===== src/rtl/spi_display_arbiter.sv =====
// Two-requester SPI arbiter and MSB-first frame assembler feeding the seven-segment command path.
// Build option: define SPI_ARB_CMD_FILTER_EN to forward only display (2'b10) and blink (2'b01) frames.

module spi_arb_lane (
    input  logic sclk,
    input  logic rst_n,
    input  logic ss,
    output logic sel,
    output logic fall
);
    logic ss_q;

    always_ff @(posedge sclk) begin
        if (!rst_n) ss_q <= 1'b1;
        else        ss_q <= ss;
    end

    assign sel  = ~ss;
    assign fall = ss_q & ~ss;
endmodule

module spi_display_arbiter #(
    parameter int FRAME_BITS = 6,
    parameter int CNT_W      = 4
) (
    input  logic                  sclk,
    input  logic                  rst_n,
    input  logic                  ss_a,
    input  logic                  mosi_a,
    input  logic                  ss_b,
    input  logic                  mosi_b,
    output logic                  cmd_valid,
    output logic [FRAME_BITS-1:0] cmd_data,
    output logic                  cmd_src,
    output logic                  grant_a,
    output logic                  grant_b,
    output logic                  deny_pulse,
    output logic                  short_err,
    output logic                  ovr_err
);
    localparam int               NUM_REQ  = 2;
    localparam int               SH_W     = FRAME_BITS - 1;
    localparam logic [CNT_W-1:0] LAST_CNT = CNT_W'(FRAME_BITS - 1);

    typedef enum logic [1:0] {IDLE, RX, HOLD} state_t;

    state_t              state;
    logic                owner;
    logic                last_src;
    logic                ovr_seen;
    logic [CNT_W-1:0]    cnt;
    logic [SH_W-1:0]     shreg;

    logic [NUM_REQ-1:0]  ss_vec, mosi_vec, req_sel, req_fall;
    logic                idle_win, owner_sel, other_fall, owner_mosi, frame_ok;
    logic [FRAME_BITS-1:0] frame_next;

    assign ss_vec   = {ss_b, ss_a};
    assign mosi_vec = {mosi_b, mosi_a};

    genvar g;
    generate
        for (g = 0; g < NUM_REQ; g++) begin : g_lane
            spi_arb_lane u_lane (
                .sclk  (sclk),
                .rst_n (rst_n),
                .ss    (ss_vec[g]),
                .sel   (req_sel[g]),
                .fall  (req_fall[g])
            );
        end
    endgenerate

    // On a tie the requester that did not complete the last frame wins.
    assign idle_win   = (&req_sel) ? ~last_src : req_sel[1];
    assign owner_sel  = req_sel[owner];
    assign other_fall = req_fall[~owner];
    assign owner_mosi = mosi_vec[owner];
    assign frame_next = {shreg, owner_mosi};

`ifdef SPI_ARB_CMD_FILTER_EN
    assign frame_ok = (frame_next[FRAME_BITS-1 -: 2] == 2'b10) ||
                      (frame_next[FRAME_BITS-1 -: 2] == 2'b01);
`else
    assign frame_ok = 1'b1;
`endif

    always_ff @(posedge sclk) begin
        if (!rst_n) begin
            state      <= IDLE;
            owner      <= 1'b0;
            last_src   <= 1'b1;
            ovr_seen   <= 1'b0;
            cnt        <= '0;
            shreg      <= '0;
            cmd_valid  <= 1'b0;
            cmd_data   <= '0;
            cmd_src    <= 1'b0;
            grant_a    <= 1'b0;
            grant_b    <= 1'b0;
            deny_pulse <= 1'b0;
            short_err  <= 1'b0;
            ovr_err    <= 1'b0;
        end else begin
            cmd_valid  <= 1'b0;
            deny_pulse <= 1'b0;
            short_err  <= 1'b0;
            ovr_err    <= 1'b0;
            case (state)
                IDLE: begin
                    if (|req_sel) begin
                        owner      <= idle_win;
                        state      <= RX;
                        cnt        <= CNT_W'(1);
                        shreg      <= SH_W'(mosi_vec[idle_win]);
                        grant_a    <= ~idle_win;
                        grant_b    <= idle_win;
                        deny_pulse <= &req_sel;
                    end
                end
                RX: begin
                    if (other_fall) deny_pulse <= 1'b1;
                    if (owner_sel) begin
                        if (cnt == LAST_CNT) begin
                            last_src <= owner;
                            state    <= HOLD;
                            if (frame_ok) begin
                                cmd_valid <= 1'b1;
                                cmd_data  <= frame_next;
                                cmd_src   <= owner;
                                ovr_seen  <= 1'b0;
                            end else begin
                                // Rejected command: the reject counts as the frame's overrun pulse.
                                ovr_err   <= 1'b1;
                                ovr_seen  <= 1'b1;
                            end
                        end else begin
                            shreg <= SH_W'(frame_next);
                            cnt   <= cnt + CNT_W'(1);
                        end
                    end else begin
                        short_err <= 1'b1;
                        state     <= IDLE;
                        cnt       <= '0;
                        grant_a   <= 1'b0;
                        grant_b   <= 1'b0;
                    end
                end
                HOLD: begin
                    if (other_fall) deny_pulse <= 1'b1;
                    if (owner_sel) begin
                        if (!ovr_seen) begin
                            ovr_err  <= 1'b1;
                            ovr_seen <= 1'b1;
                        end
                    end else begin
                        state   <= IDLE;
                        cnt     <= '0;
                        grant_a <= 1'b0;
                        grant_b <= 1'b0;
                    end
                end
                default: state <= IDLE;
            endcase
        end
    end
endmodule


===== config.mk =====
export PLATFORM = sky130hd
export DESIGN_NAME = spi_display_arbiter
export DESIGN_NICKNAME = d
export VERILOG_FILES = /design/src/rtl/spi_display_arbiter.sv
export SDC_FILE = /design/constraint.sdc
export NUM_CORES = 1
export LEC_CHECK = 0
export CORE_UTILIZATION = 52
export DETAILED_ROUTE_END_ITERATION = 12
export PLACE_DENSITY = 0.88
export SYNTH_ARGS = -nofsm -noshare
export SYNTH_HDL_FRONTEND = slang
export SYNTH_SLANG_ARGS = --single-unit

===== constraint.sdc =====
create_clock -name sclk -period 2.2 [get_ports sclk]
set_input_delay 0.44 -clock sclk [delete_from_list [all_inputs] [get_ports sclk]]
set_output_delay 0.44 -clock sclk [all_outputs]
set_load 0.02 [all_outputs]

# == Yosys cells after proc, flatten, opt, wreduce, memory -nomap -nowiden ==
# Cells that the tools add are included.
# totals
word_cells,95
register_bits,29
out_inout_bits,13
input_bits,6
# classes
eq_ne,12
addsub,1
n_bitwise,7
n_reduce_logical,18
muxes,38
n_lt_le_gt_ge,3
# op_table
op,n
1-bit 2-to-1 mux,20
4-bit 2-to-1 mux,4
5-bit 2-to-1 mux,3
3-bit AND reduction,5
2-bit != test (second input constant),7
4-bit case mux with 3 select lines,1
4-bit AND reduction,3
5-bit case mux with 2 select lines,1
2-bit 2-to-1 mux,4
1-bit case mux with 2 select lines,4
1-bit by 2-bit < comparator with 1-bit output (second input constant),3
3-bit != test (second input constant),2
2-bit case mux with 3 select lines,1
2-bit AND reduction,3
2-bit nonzero test,3
1-bit inverter,5
4-bit by 1-bit adder with 4-bit output (second input constant),1
4-bit by 3-bit == test with 1-bit output (second input constant),1
2-bit OR reduction,2
3-bit nonzero test,1
1-bit AND,2
2-bit by 1-bit == test with 1-bit output (second input constant),1
2-bit == test (second input constant),1
2-bit logical NOT,1

# == Depth between registers and ports, before layout ==
# logic_depth
word_depth,7
mapped_depth,7
ltp_nobuf,6

# == Hierarchy ==
# A second synthesis with hierarchy kept.
# unflattened
hier_cells,152
area_unflattened_um2,1410.1
# modules_own_cells
mod,area_each_um2,cells_each,instances,seq_area_each_um2
spi_display_arbiter,1337.5,144,1,540.5
spi_arb_lane,36.3,4,2,20.0

# == Worst setup path before layout ==
# Ideal clock, no wire load.
# synth_timing
path_kind,reg-to-reg
from,reg state[1]
to,reg cnt[2]
setup_slack_ns,0.489
path_buffers,0
path_stages_with_launch,7
t_required_ns,2.084
arrival_ns,1.595
setup_ns,0.116
synth_period_minus_slack_ns,1.711
cell_sequence,dfxtp_1 inv_1 ha_1 and4b_1 o21ai_0 o211ai_1 a31o_2
# synth_between
elab_chain_cells,3
word_cells_on_any_way,9
classes_between,eq/ne: 5; mux: 1; reduce/logical: 3
# synth_rtl
element,line,source
"start, declared",47,state_t state;
"start signal, assigned",90,state <= IDLE;
"start signal, assigned",113,state <= RX;
"start signal, assigned",126,state <= HOLD;
"2-bit by 1-bit == test with 1-bit output, or another cell as far along",109,case (state)
"3-bit != test (no line), or another cell as far along",--,
4-bit AND reduction (no line),--,
"end signal, assigned",139,cnt <= cnt + CNT_W'(1);
"end, declared",51,logic [CNT_W-1:0] cnt;
# Parallel ways exist; a longest one is shown, timed or not.
# A chain may end at the register's enable or synchronous reset.

# == Worst setup path in the final report ==
# Ends and elaborated chain as after synthesis.

==> flow_metrics.tcl <==
set metrics [dict create \
    n_antenna_cell 0 \
    cts_setup_buffers 0 \
    clockBufferDepth 2 \
    hold_end "ovr_err" \
    multi_input_comb_area_um2 694.4 \
    max_freq_ghz 0.4926 \
    p_per_area_nw_per_um2 692.3 \
    grt_pass1_vias 1130 \
    core-area_um2 2318 \
    grt_pass1_wl_mm 4.912 \
    rr_worst_depth 6 \
    synth_nets 161 \
    fillers 175 \
    final-hold-violation-count 0 \
    area_delta_synth_final_pct 20.53 \
    synth-adder-area-share_pct 5.650 \
    ant_nets 0 \
    syn_area_um2 1329 \
    hpwl_mm 2.118 \
    rr_startpoint "state[1]" \
    antenna_found_initial 0 \
    maxCapViolations 0 \
    tns_ns 0 \
    grt-ovfl-total 0 \
    gp_congestion 0.9599 \
    die_x_um 52.55 \
    tightest_slew_ns 0.6593 \
    synth_edf_count 0 \
    first_iter_violations 62 \
    cp_max_fo 6 \
    clock_latency_ns 0.33 \
    synth_xor_area_share_pct 0 \
    die_y_um 52.55 \
    hold_ws_ns 0.4579 \
    path_clk_slew_ns 0.08 \
    leakage_nw 0.6040 \
    min-delay-start "ovr_seen" \
    synth-seq-area-share_pct 43.69 \
    synth.yosys.warnings 0 \
    cts_root_buffer "clkbuf_4" \
    synth_cell_type_count 39 \
    io_buffers 18 \
    start_util_pct 57.31 \
    p_total_mw 1.109 \
    layout.nets 184 \
    crit_arrival_ns 2.26 \
    fin_skew_ns 0.005032 \
    async_flop_share_pct 0 \
    setup_viol 0 \
    final_common_cell "dfxtp_1" \
    rsz0062_at_grt "no" \
    die-area_um2 2762 \
    grt_usage_pct 25.33 \
    dr.pass1.iters 4 \
    layout-drive-gt1-share_pct 11.05 \
    cp-start-kind "flop" \
    cts_tree "done" \
    syn_inst 149 \
    vdd_drop_max_v 0.0006378 \
    cts.sinks 29 \
    worst-endpoint-required_ns 2.43 \
    reg2reg_setup_slack_ns 0.17 \
    yosys.area_share.simple_pct 20.62 \
    holdPathStages 1 \
    avgSynthCellArea_um2 8.918 \
    drc 0 \
    wire_per_inst_um 15.00 \
    mostFrequentLayoutCells "dfxtp_1 (29), nand2_1 (24), clkdlybuf4s50_1 (18), a21oi_1 (14), nor2_1 (9)" \
    synth-main-ff-cell "dfxtp_1" \
    relSlewSlack_pct 55.58 \
    netlist.area_leader.share_pct 43.69 \
    synth_top_area_cell "dfxtp_1" \
    synth-seq-cells 29 \
    synth_mux_area_share_pct 4.896 \
    regToRegEndpoint "cnt[2]" \
    min_path_type "flop to flop" \
    ios 19 \
    status "finished clean" \
    wirelength_mm 2.999 \
    cts_hold_buf 0 \
    vias 1221 \
    regArea_um2 580.6 \
    synth_top_family_by_area "compound AO/OA/AOI/OAI gates" \
    cts.repair.resized 0 \
    synth-compound-area-share_pct 21.09 \
    fin_crit_sh_pct 92.28 \
    post_drt_via_cell_ratio 6.105 \
    cts_made_buffers 5 \
    yosys-top-cells-area "dfxtp_1 (44%), nand2_1 (6.8%), ha_1 (5.6%), a21oi_1 (5.3%), a32o_1 (3.8%)" \
    cts_htree_levels 2 \
    period_needed_ns 2.030 \
    cp-end-kind "flop" \
    slew_violations 0 \
    critPathKind "flop to flop" \
    grt_max_degree 18 \
    fp-row-count 17 \
]
[sequential cells by signal, indices dropped and copies added, names as in the netlist, 2 cells and up]
register	count
cmd_data	6
shreg	5
cnt	4
g_lane.u_lane.ss_q	2
state	2
[through the flow]
stage	utilization, %	setup WS [ns]	instance area, µm²	instances
floorplan	-	0.4887	1329	149
global placement	66.70	0.05665	1546	193
detailed placement	66.70	0.008160	1546	193
CTS	69.08	0.2342	1602	200
global route	69.08	0.08968	1602	200
finish	69.08	0.1698	1602	200
[power breakdown]
| part | internal, mW | leakage [nW] | switching (mW) |
|---|---|---|---|
| registers | 0.547 | 0.236 | 0.0214 |
| clock network | 0.150 | 0.0314 | 0.177 |
| logic | 0.0929 | 0.337 | 0.120 |
[kinds of logic (layout without fill, tap and decap cells)]
logic type               after synthesis  in the layout
flip-flops                            29             29
AO/OA/AOI/OAI                         40             40
adder cells (fa/ha/maj)                6              6
AND/OR/NAND/NOR                       57             57
buffers and inverters                 12             35
multiplexers                           5              5
[per-layer routing]
layer  wire length [µm]  vias to the layer above  track usage [%]  part of all wire (%)
li1                   -                      585                -                     -
met1               1314                      594            29.23                    44
met2               1471                       34            40.93                    49
met3                141                        8            6.957                   4.7
met4                 72                        0            15.79                   2.4
met5                  0                        -                0                     0
[worst max-delay path by stage]
| stage | from | to | slack [ns] | cells after the start |
|---|---|---|---|---|
| after global placement | ss_a | shreg[0] | 0.06 | 5 |
| after CTS | state[1] | cnt[2] | 0.23 | 6 |
| final | state[1] | cnt[2] | 0.17 | 6 |
| after global routing | state[1] | cnt[2] | 0.09 | 6 |
| after floorplan | state[1] | cnt[2] | 0.49 | 6 |
| after detailed placement | ss_a | shreg[0] | 0.008 | 5 |
[area by class of cell]
cell class                      instances  share of cell area, %
Timing Repair Buffer                   23                  13.59
Inverter                                5                  1.172
Sequential cell                        29                  36.25
Tap cell                               28                  2.187
Multi-Input combinational cell        108                  43.36
Clock buffer                            7                  3.437
[synth_stat cells (2+ instances only)]
cell / number
dfxtp_1: 29
nand2_1: 24
a21oi_1: 14
nor2_1: 9
ha_1: 6
a32o_1: 5
clkbuf_1: 5
nor3_1: 5
inv_1: 4
nand3_1: 4
o21ai_0: 4
a31o_2: 3
and3_1: 3
nand3b_1: 3
a22oi_1: 2
mux2_2: 2
mux2i_1: 2
nor2b_1: 2
o21a_1: 2
or3_1: 2
[worst max-delay path: stages, from the launching register on]
cell      delay [ns]
dfxtp_1         0.38
inv_1           0.08
ha_1            0.19
and4b_1         0.25
o21ai_0         0.55
o211ai_1        0.20
a31o_2          0.28
No activity file was read; power rests on OpenSTA's default activity.
